==> src/rtl/ysyx_24110015_lsu.sv <==
// Multi-cycle load/store unit between EXU and write-back.
// One transaction in flight on a valid/ready memory bus; loads are aligned and extended here.
module ysyx_24110015_lsu (
  input  logic        clk,
  input  logic        rst,
  input  logic        in_valid,
  output logic        in_ready,
  input  logic [31:0] in_alu,
  input  logic [31:0] in_wdata,
  input  logic        in_memread,
  input  logic        in_memwrite,
  input  logic [2:0]  in_memop,
  output logic        req_valid,
  input  logic        req_ready,
  output logic        req_wen,
  output logic [31:0] req_addr,
  output logic [31:0] req_wdata,
  output logic [3:0]  req_wstrb,
  input  logic        resp_valid,
  output logic        resp_ready,
  input  logic [31:0] resp_rdata,
  input  logic        resp_err,
  output logic        out_valid,
  input  logic        out_ready,
  output logic [31:0] out_data,
  output logic        out_err
);
  typedef enum logic [1:0] {S_IDLE = 2'd0, S_REQ = 2'd1, S_RESP = 2'd2, S_DONE = 2'd3} state_e;

  state_e      state_q, state_d;
  logic        is_load_q, is_load_d;
  logic [2:0]  memop_q, memop_d;
  logic [31:0] addr_q, addr_d;
  logic [31:0] wdata_q, wdata_d;
  logic [3:0]  wstrb_q, wstrb_d;
  logic        wen_q, wen_d;
  logic [31:0] data_q, data_d;
  logic        err_q, err_d;

  // Undefined memop encodings are folded into the misaligned error path.
  function automatic logic misaligned(input logic [2:0] op, input logic [1:0] a);
    case (op)
      3'b000, 3'b100: misaligned = 1'b0;
      3'b001, 3'b101: misaligned = a[0];
      3'b010:         misaligned = (a != 2'b00);
      default:        misaligned = 1'b1;
    endcase
  endfunction

  function automatic logic [31:0] store_data(input logic [2:0] op, input logic [31:0] d);
    case (op[1:0])
      2'b00:   store_data = {4{d[7:0]}};
      2'b01:   store_data = {2{d[15:0]}};
      default: store_data = d;
    endcase
  endfunction

  function automatic logic [3:0] store_strb(input logic [2:0] op, input logic [1:0] a);
    case (op[1:0])
      2'b00:   store_strb = 4'b0001 << a;
      2'b01:   store_strb = 4'b0011 << a;
      default: store_strb = 4'b1111;
    endcase
  endfunction

  function automatic logic [31:0] load_extract(input logic [2:0] op, input logic [1:0] a,
                                               input logic [31:0] rdata);
    logic [31:0] sh;
    sh = rdata >> {a, 3'b000};
    case (op[1:0])
      2'b00:   load_extract = {{24{~op[2] & sh[7]}}, sh[7:0]};
      2'b01:   load_extract = {{16{~op[2] & sh[15]}}, sh[15:0]};
      default: load_extract = sh;
    endcase
  endfunction

  // Next-state and captured-field logic.
  always_comb begin
    state_d   = state_q;
    is_load_d = is_load_q;
    memop_d   = memop_q;
    addr_d    = addr_q;
    wdata_d   = wdata_q;
    wstrb_d   = wstrb_q;
    wen_d     = wen_q;
    data_d    = data_q;
    err_d     = err_q;
    case (state_q)
      S_IDLE: begin
        if (in_valid) begin
          addr_d    = in_alu;
          memop_d   = in_memop;
          is_load_d = in_memread;
          wen_d     = in_memwrite & ~in_memread;
          wdata_d   = store_data(in_memop, in_wdata);
          wstrb_d   = in_memread ? 4'b0000 : store_strb(in_memop, in_alu[1:0]);
          if (!(in_memread | in_memwrite)) begin
            state_d = S_DONE;
            data_d  = in_alu;
            err_d   = 1'b0;
          end else if (misaligned(in_memop, in_alu[1:0])) begin
            state_d = S_DONE;
            data_d  = 32'h0000_0000;
            err_d   = 1'b1;
          end else begin
            state_d = S_REQ;
          end
        end else begin
          state_d = S_IDLE;
        end
      end
      S_REQ: begin
        if (req_ready) begin
          state_d = S_RESP;
        end else begin
          state_d = S_REQ;
        end
      end
      S_RESP: begin
        if (resp_valid) begin
          state_d = S_DONE;
          err_d   = resp_err;
          data_d  = (resp_err | ~is_load_q) ? 32'h0000_0000
                                            : load_extract(memop_q, addr_q[1:0], resp_rdata);
        end else begin
          state_d = S_RESP;
        end
      end
      S_DONE: begin
        if (out_ready) begin
          state_d = S_IDLE;
        end else begin
          state_d = S_DONE;
        end
      end
      default: state_d = S_IDLE;
    endcase
  end

  // State and transaction registers with synchronous active-low reset.
  always_ff @(posedge clk) begin
    if (!rst) begin
      state_q   <= S_IDLE;
      is_load_q <= 1'b0;
      memop_q   <= 3'b000;
      addr_q    <= 32'h0000_0000;
      wdata_q   <= 32'h0000_0000;
      wstrb_q   <= 4'b0000;
      wen_q     <= 1'b0;
      data_q    <= 32'h0000_0000;
      err_q     <= 1'b0;
    end else begin
      state_q   <= state_d;
      is_load_q <= is_load_d;
      memop_q   <= memop_d;
      addr_q    <= addr_d;
      wdata_q   <= wdata_d;
      wstrb_q   <= wstrb_d;
      wen_q     <= wen_d;
      data_q    <= data_d;
      err_q     <= err_d;
    end
  end

  // Handshake outputs come from the state register; in_ready is also held low while in reset.
  assign in_ready   = (state_q == S_IDLE) & rst;
  assign req_valid  = (state_q == S_REQ);
  assign resp_ready = (state_q == S_RESP);
  assign out_valid  = (state_q == S_DONE);
  assign req_wen    = wen_q;
  assign req_addr   = addr_q;
  assign req_wdata  = wdata_q;
  assign req_wstrb  = wstrb_q;
  assign out_data   = data_q;
  assign out_err    = err_q;
endmodule

==> config.mk <==
export PLATFORM = sky130hd
export DESIGN_NAME = ysyx_24110015_lsu
export DESIGN_NICKNAME = d
export VERILOG_FILES = /design/src/rtl/ysyx_24110015_lsu.sv
export SDC_FILE = /design/constraint.sdc
export NUM_CORES = 1
export LEC_CHECK = 0
export ABC_AREA = 1
export BUFFER_PORTS_ARGS = -buffer_cell sky130_fd_sc_hd__buf_2
export CAP_MARGIN = 25
export CORE_ASPECT_RATIO = 1.1
export CORE_MARGIN = 2
export CORE_UTILIZATION = 35
export CTS_CLUSTER_DIAMETER = 60
export DETAILED_ROUTE_END_ITERATION = 8
export SYNTH_ARGS = -nofsm -noshare
export SYNTH_HDL_FRONTEND = slang
export SYNTH_SLANG_ARGS = --single-unit
==> constraint.sdc <==
create_clock -name clk -period 1.8 [get_ports clk]
set_input_delay 0.09 -clock clk [delete_from_list [all_inputs] [get_ports clk]]
set_output_delay 0.09 -clock clk [all_outputs]
set_load 0.02 [all_outputs]
## Yosys cells after proc, flatten, opt, wreduce, memory -nomap -nowiden

Index checks and enable logic that the tools add are counted.

- Register bits after elaboration: 108
- Bits in latches: 0
- RAM bits: 0
- Bits in read-only memories: 0
- Bits of input ports: 108
- Output and inout bits: 106
- Logic and storage cells: 69
- Memories kept: 0

- $add $sub $neg: 0
- Multiply operators: 0
- Div/mod/pow operators: 0
- Order comparisons: 0
- Equality and inequality tests: 12
- Shifts and indexed selects: 3
- Mux-type cells: 26
- Bitwise gates (word level): 9
- Reductions and logical operators: 10

Operator list:

| kind | number |
|---|---|
| 32-bit case mux with 2 select lines | 3 |
| 32-bit two-way mux | 5 |
| 32-bit by 5-bit right shift with 32-bit output | 1 |
| 2-bit two-way mux | 5 |
| 1-bit two-way mux | 8 |
| 2-bit case mux with 4 select lines | 1 |
| 4-bit case mux with 2 select lines | 1 |
| 2-bit by 1-bit equality test with 1-bit output (second input constant) | 3 |
| 3-bit equality test (second input constant) | 2 |
| 2-bit logical NOT | 3 |
| 1-bit bitwise AND | 4 |
| 2-bit equality test (second input constant) | 2 |
| 4-bit two-way mux | 1 |
| 2-bit inequality test (second input constant) | 2 |
| 4-bit AND reduction | 1 |
| 2-bit nonzero test | 2 |
| 2-bit OR reduction | 2 |
| 1-bit by 2-bit << shifter with 4-bit output (first input constant) | 1 |
| 2-bit by 2-bit << shifter with 4-bit output (first input constant) | 1 |
| 3-bit by 1-bit equality test with 1-bit output (second input constant) | 1 |
| 3-bit by 2-bit equality test with 1-bit output (second input constant) | 1 |
| 3-bit logical NOT | 1 |
| 3-bit inequality test (second input constant) | 1 |
| 1-bit NOT | 3 |
| 4 further kinds | 5 |

## Depth between registers and ports, before layout

Gate-level depths: netlist (run 1).

- Word-level depth: 10
- Depth in mapped cells: 11
- Gate-level depth less buffers: 9

## Worst setup path before layout (run 1)

OpenSTA, ideal clock, no wires.

- Path type: flip-flop to flip-flop
- Start: register addr_q[0], in the netlist req_addr[0]
- End: register data_q[21], in the netlist out_data[21]
- Library setup time: 112 ps
- Arrival: 1367 ps
- Data required time: 1688 ps
- Slack: 321 ps
- Cell stages (with the launch flop): 10
- Path buffers: 2
- Clock period less this slack: 1479 ps
- Cell sequence: dfxtp_1 buf_4 inv_4 nand2_1 nand3_1 nand3_4 nand3_4 buf_6 a21oi_2 nor2_1

- Longest elaborated chain between the ends: 6
- Elaborated cells on any way between the ends: 7
- Classes of those cells: 1 x shift; 4 x mux; 2 x bitwise

RTL lines:

| what | line | text |
|---|---|---|
| start: declaration | 33 | `logic [31:0] addr_q, addr_d;` |
| start signal: assignment | 156 | `addr_q <= addr_d;` |
| 32-bit by 5-bit right shift with 32-bit output * | 69 | `sh = rdata >> {a, 3'b000};` |
| 1-bit bitwise AND (on tied branches) | 72, 71 |  |
| 32-bit case mux with 2 select lines * | 70 | `case (op[1:0])` |
| 32-bit two-way mux * | 123 | `data_d = (resp_err \| ~is_load_q) ? 32'h0000_0000` |
| 32-bit two-way mux * | 120 | `if (resp_valid) begin` |
| 32-bit case mux with 2 select lines * | 88 | `case (state_q)` |
| end signal: assignment | 160 | `data_q <= data_d;` |
| end: declaration | 37 | `logic [31:0] data_q, data_d;` |

Mark *: on every way between the ends. The rest lies on a longest branch, timed or not. The select of a mux whose other input is x is not followed.
A chain may end at the register's enable or synchronous reset.

## Worst setup path in the final report (run 1)

- Start: register addr_q[0], in the netlist req_addr[0]
- End: register data_q[31], in the netlist out_data[31]

The elaborated chain is that of the path after synthesis.

==> results of run 1 <==
## routing by layer
metal	vias to the layer above	track usage [%]	part of all wire [%]
met2	222	34.92	47
li1	3166	-	-
met4	0	7.803	2.2
met3	28	4.530	7.3
met1	2716	28.64	44
met5	-	0	0
## sequential cells by signal, summed over array words and instances, names as in the netlist
signal,count
out_data,32
req_addr,32
req_wdata,32
is_load_q,1
req_wen,1
state_q,2
req_wstrb,4
memop_q,3
out_err,1
## per-stage QoR
step | cells | util [%]
after floorplan | 858 | -
after global placement | 1234 | 43.44
final | 1283 | 47.56
after global routing | 1283 | 47.56
after detailed placement | 1234 | 43.44
after CTS | 1283 | 47.56
## repair_timing
item | in CTS | in global routing
buffers inserted | 0 | 0
endpoints found under the hold margin | 33 | 0
hold buffers | 33 | 0
endpoints found under the setup margin | 0 | 0
## critical path: cells and delay by family, from the launching register on
family          cells  cell delay (ns)
compound gates      1             0.24
buf+inv             1             0.11
flops               1             0.46
simple gates        5             0.69
## power by group
group / switching (mW) / internal, mW / leakage, nW / total, mW
clock: 0.993 / 1.10 / 0.149 / 2.10
combinational: 1.58 / 0.847 / 2.70 / 2.43
sequential: 0.166 / 2.70 / 0.892 / 2.87
total: 2.74 / 4.65 / 3.75 / 7.40
## synth_stat cells (17+ instances only)
cell type / instances / area (um2)
inv_1: 48 / 180.2
o21ai_0: 82 / 410.4
nor2_1: 144 / 540.5
a31oi_1: 17 / 106.4
dfxtp_1: 108 / 2162
nand2_1: 241 / 904.6
clkbuf_1: 24 / 90.09
nand3_1: 59 / 295.3
buf_2: 22 / 110.1
a21oi_1: 47 / 235.2
## kinds of logic after synthesis
logic type,Yosys count,synth area share (%)
compound gates,168,16.37
buf+inv,124,10.22
flops,108,39.07
simple gates,458,34.34
## final timing paths
kind	end	slack (ns)	depth (start not counted)
max	out_data[31]$_SDFFE_PN0P_	0.20	7
min	req_addr[22]$_SDFFE_PN0P_	0.007	3
max reg2reg	out_data[31]$_SDFFE_PN0P_	0.20	7
min reg2reg	req_wen$_SDFFE_PN0P_	0.48	2
## cell type report
cell class / instances / area (um2)
Fill cell: 1639 / 8157
Multi-Input combinational cell: 626 / 2806
Sequential cell: 108 / 2162
Timing Repair Buffer: 267 / 1617
Inverter: 66 / 252.7
Tap cell: 200 / 250.2
Clock buffer: 9 / 225.2
Clock inverter: 7 / 85.08
==> flow_summary.json, run 1 <==
{
  "r2r_start": "req_addr[0]$_SDFFE_PN0P_",
  "period_needed_ns": 1.597,
  "skew_ns": 0.008338,
  "drtAntennaViolNets": 0,
  "clock_sinks": 108,
  "max_freq_mhz": 626.2,
  "gp_congestion": 0.9653,
  "worstPathRequired_ns": 2.06,
  "antenna_cells": 0,
  "cp-start-kind": "flop",
  "syn_to_final_growth_pct": 33.69,
  "final_cell_area_mm2": 0.007398,
  "crit_start": "req_addr[0]$_SDFFE_PN0P_",
  "ctsResizeCount": 0,
  "yosys_warnings": 0,
  "core_area_mm2": 0.01555,
  "hpwlAfterDp_um": 13540,
  "port_buffers": 213,
  "pin_count": 214,
  "clkTransAtPathRegs_ns": 0.08,
  "status": "completed",
  "grt_pass1_vias": 5509,
  "crit_fanout": 16,
  "final_common_cell": "nand2_1",
  "synth_area_mm2": 0.005534,
  "seq_area_frac_synth_pct": 39.07,
  "path_class": "reg2reg",
  "setup_slack_ns": 0.2030,
  "worstPathCellList": "inv_4 -> nand2_1 -> nand3_1 -> nand3_4 -> nand3_4 -> a21oi_1 -> nor2_1",
  "dp_slack_ns": 0.2304,
  "slew_violations": 0,
  "crit_top_cell": "nand3_4",
  "rsz0062_at_grt": "no",
  "final_cell_mix": "nand2_1 (241), buf_2 (213), nor2_1 (144)",
  "drv_cap": 0,
  "drc_errors": 0,
  "syn_nets": 966,
  "firstDrtPassIters": 5,
  "cts_tree": "done",
  "cts-buffers-inserted": 9,
  "drt_iter0_drc": 438,
  "async_flop_share_pct": 0,
  "synth_cells": 858,
  "setup_tns_ns": 0,
  "die_w_um": 123.9,
  "setup_viol": 0,
  "insertion_delay_ns": 0.36,
  "arrival_ns": 1.85,
  "drive_gt1_share_pct": 26.41,
  "avgSynthCellArea_um2": 6.450,
  "synth-edff-count": 0,
  "hold_viol": 0,
  "end_kind": "flop",
  "power.density_mw_per_mm2": 999.7,
  "htreeDepth": 3,
  "root_buffer": "clkbuf_16",
  "worstHoldStart": "in_alu[22]",
  "power.leakage_nw": 3.746,
  "grt_pass1_wl_um": 28590,
  "post-layout-total-power_mw": 7.396,
  "tightest_slew_ns": 0.3494,
  "maxSlewHeadroom_pct": 76.71,
  "vias": 6132,
  "overflow": 0,
  "slowest_stage": "dfxtp_1",
  "start_util_pct": 35.58,
  "ys_types": 28,
  "holdWs_ns": 0.007146,
  "peakVddDrop_mv": 0.4720,
  "core.rowCount": 48,
  "slowest_delay_ns": 0.46,
  "synth_top_flop_cell": "dfxtp_1",
  "wirelength_um": 18560,
  "place_area_mm2": 0.006758,
  "die_y_um": 135.9,
  "grt_max_degree": 62,
  "clockBufferDepth": 2,
  "antenna_found_initial": 0,
  "ys_ff_latch": 108,
  "hp-class": "in2reg",
  "wire_per_inst_um": 14.46,
  "viasPerCell": 4.779,
  "finalCritPeriodShare_pct": 88.72,
  "die_area_mm2": 0.01683,
  "grtUsageTotal_pct": 21.69,
  "fin_nets": 1186
}
(Power assumes the default switching activity.)
==> run 2, diff against run 1 <==
CTS_BUF_LIST = sky130_fd_sc_hd__clkbuf_8   (was default)
==> flow_summary.json, run 2 (synthesized netlist as in run 1, its figures left out) <==
{
  "worstPathCellList": "inv_4 -> nand2_1 -> nand3_1 -> nand3_4 -> nand3_4 -> a21oi_1 -> nor2_1",
  "finalNonFillerCells": 1315,
  "insertion_delay_ns": 0.39,
  "antenna_cells": 0,
  "max_freq_mhz": 626.0,
  "worst-path-stages": 7,
  "slowest_stage": "dfxtp_1",
  "skew_ns": 0.01479,
  "period_needed_ns": 1.597,
  "setup_tns_ns": 0,
  "die_area_mm2": 0.01683,
  "drc_errors": 0,
  "ctsResizeCount": 0,
  "wirelength_um": 18780,
  "clock_sinks": 108,
  "slew_violations": 0,
  "firstDrtPassIters": 5,
  "status": "completed",
  "worstHoldStart": "in_alu[15]",
  "core_area_mm2": 0.01555,
  "pin_count": 214,
  "gp_congestion": 0.9653,
  "rsz0062_at_grt": "no",
  "fill_cells": 1617,
  "slowest_delay_ns": 0.47,
  "crit_top_cell": "nand3_4",
  "wire_per_inst_um": 14.28,
  "power.leakage_nw": 3.834,
  "end_kind": "flop",
  "cp_num_buf_inv": 1,
  "antenna_found_initial": 0,
  "vias": 6273,
  "crit_end": "out_data[31]$_SDFFE_PN0P_",
  "core.rowCount": 48,
  "hp-class": "in2reg",
  "r2r-end": "out_data[31]$_SDFFE_PN0P_",
  "arrival_ns": 1.89,
  "die_w_um": 123.9,
  "die_y_um": 135.9,
  "worstPathRequired_ns": 2.09,
  "path_class": "reg2reg",
  "grt_max_degree": 62,
  "fin_nets": 1218,
  "crit_family": "simple AND/OR/NAND/NOR gates",
  "finalCritPeriodShare_pct": 88.75,
  "drv_cap": 0,
  "final_core_util_pct": 48.97,
  "port_buffers": 213,
  "clockBufferDepth": 2,
  "maxSlewHeadroom_pct": 77.12,
  "grt_pass1_wl_um": 29220,
  "drt_iter0_drc": 459,
  "clkTransAtPathRegs_ns": 0.11,
  "crit_start": "req_addr[0]$_SDFFE_PN0P_",
  "root_buffer": "clkbuf_8",
  "power.density_mw_per_mm2": 912.5,
  "r2r_cells": 7,
  "syn_to_final_growth_pct": 37.64,
  "drtAntennaViolNets": 0,
  "htreeDepth": 3,
  "grt_pass1_vias": 5684,
  "crit_fanout": 16,
  "peakVddDrop_mv": 0.4284,
  "drive_gt1_share_pct": 25.65,
  "final_common_cell": "nand2_1",
  "cts_tree": "done",
  "tightest_slew_ns": 0.3432,
  "cts-buffers-inserted": 9,
  "cp-start-kind": "flop",
  "final_cell_mix": "nand2_1 (241), buf_2 (213), nor2_1 (144)",
  "placed_cells": 1234,
  "post_cts_buffers": 0,
  "grtUsageTotal_pct": 22.14,
  "overflow": 0,
  "setup_viol": 0,
  "start_util_pct": 35.58,
  "hpwlAfterDp_um": 13540,
  "viasPerCell": 4.770,
  "r2r_start": "req_addr[0]$_SDFFE_PN0P_",
  "reg2reg_slack_ns": 0.20,
  "hold_viol": 0
}
## run 2: report_power, final
part	switching [mW]	leakage, nW	internal [mW]	total (mW)
Clock	0.932	0.103	0.666	1.60
Sequential	0.165	0.892	2.70	2.87
Combinational	1.59	2.84	0.893	2.48
## run 2: what timing repair did
action                                  CTS  global route
hold buffers                             65             0
hold endpoints to repair                 66             0
endpoints found under the setup margin    0             0
## run 2: metrics by stage
stage / hold slack, ns / area, um2 / power [mW] / setup WS (ns)
after global routing: 0.02021 / 7617 / 7.398 / 0.05464
after floorplan: 0.2328 / 5534 / 4.533 / 0.3209
after detailed placement: 0.3599 / 6758 / 5.297 / 0.2304
after CTS: 0.009249 / 7617 / 7.016 / 0.2194
after global placement: 0.3600 / 6758 / 5.286 / 0.3093
final: 0.02305 / 7617 / 6.951 / 0.2025
## run 2: final cells by class
cell class | count | area, um2 | area share [%]
multi-input combinational | 626 | 2806 | 36.84
sequential | 108 | 2162 | 28.38
timing repair buffer | 299 | 1937 | 25.43
inverter | 66 | 252.7 | 3.318
tap | 200 | 250.2 | 3.285
clock buffer | 9 | 123.9 | 1.626
clock inverter | 7 | 85.08 | 1.117
## run 2: worst min-delay path by stage
stage               cells past startpoint                          to  slack, ns
global route                            3   req_addr[15]$_SDFFE_PN0P_       0.02
floorplan                               2        req_wen$_SDFFE_PN0P_       0.23
finish                                  3   req_addr[15]$_SDFFE_PN0P_       0.02
detailed placement                      3  req_wdata[15]$_SDFFE_PN0P_       0.36
global placement                        3  req_wdata[26]$_SDFFE_PN0P_       0.36
CTS                                     3   req_addr[15]$_SDFFE_PN0P_      0.009
## run 2: layer usage
| layer | global-route usage (%) | routed length, um | vias up |
|---|---|---|---|
| li1 | - | - | 3222 |
| met1 | 29.48 | 8177 | 2800 |
| met2 | 35.53 | 8866 | 223 |
| met3 | 4.866 | 1343 | 28 |
| met4 | 7.241 | 391 | 0 |
| met5 | 0 | 0 | - |
## run 2: worst min-delay path, cell delays in order
cell,delay (ns)
buf_2,0.10
o21ai_0,0.10
nor2_1,0.09
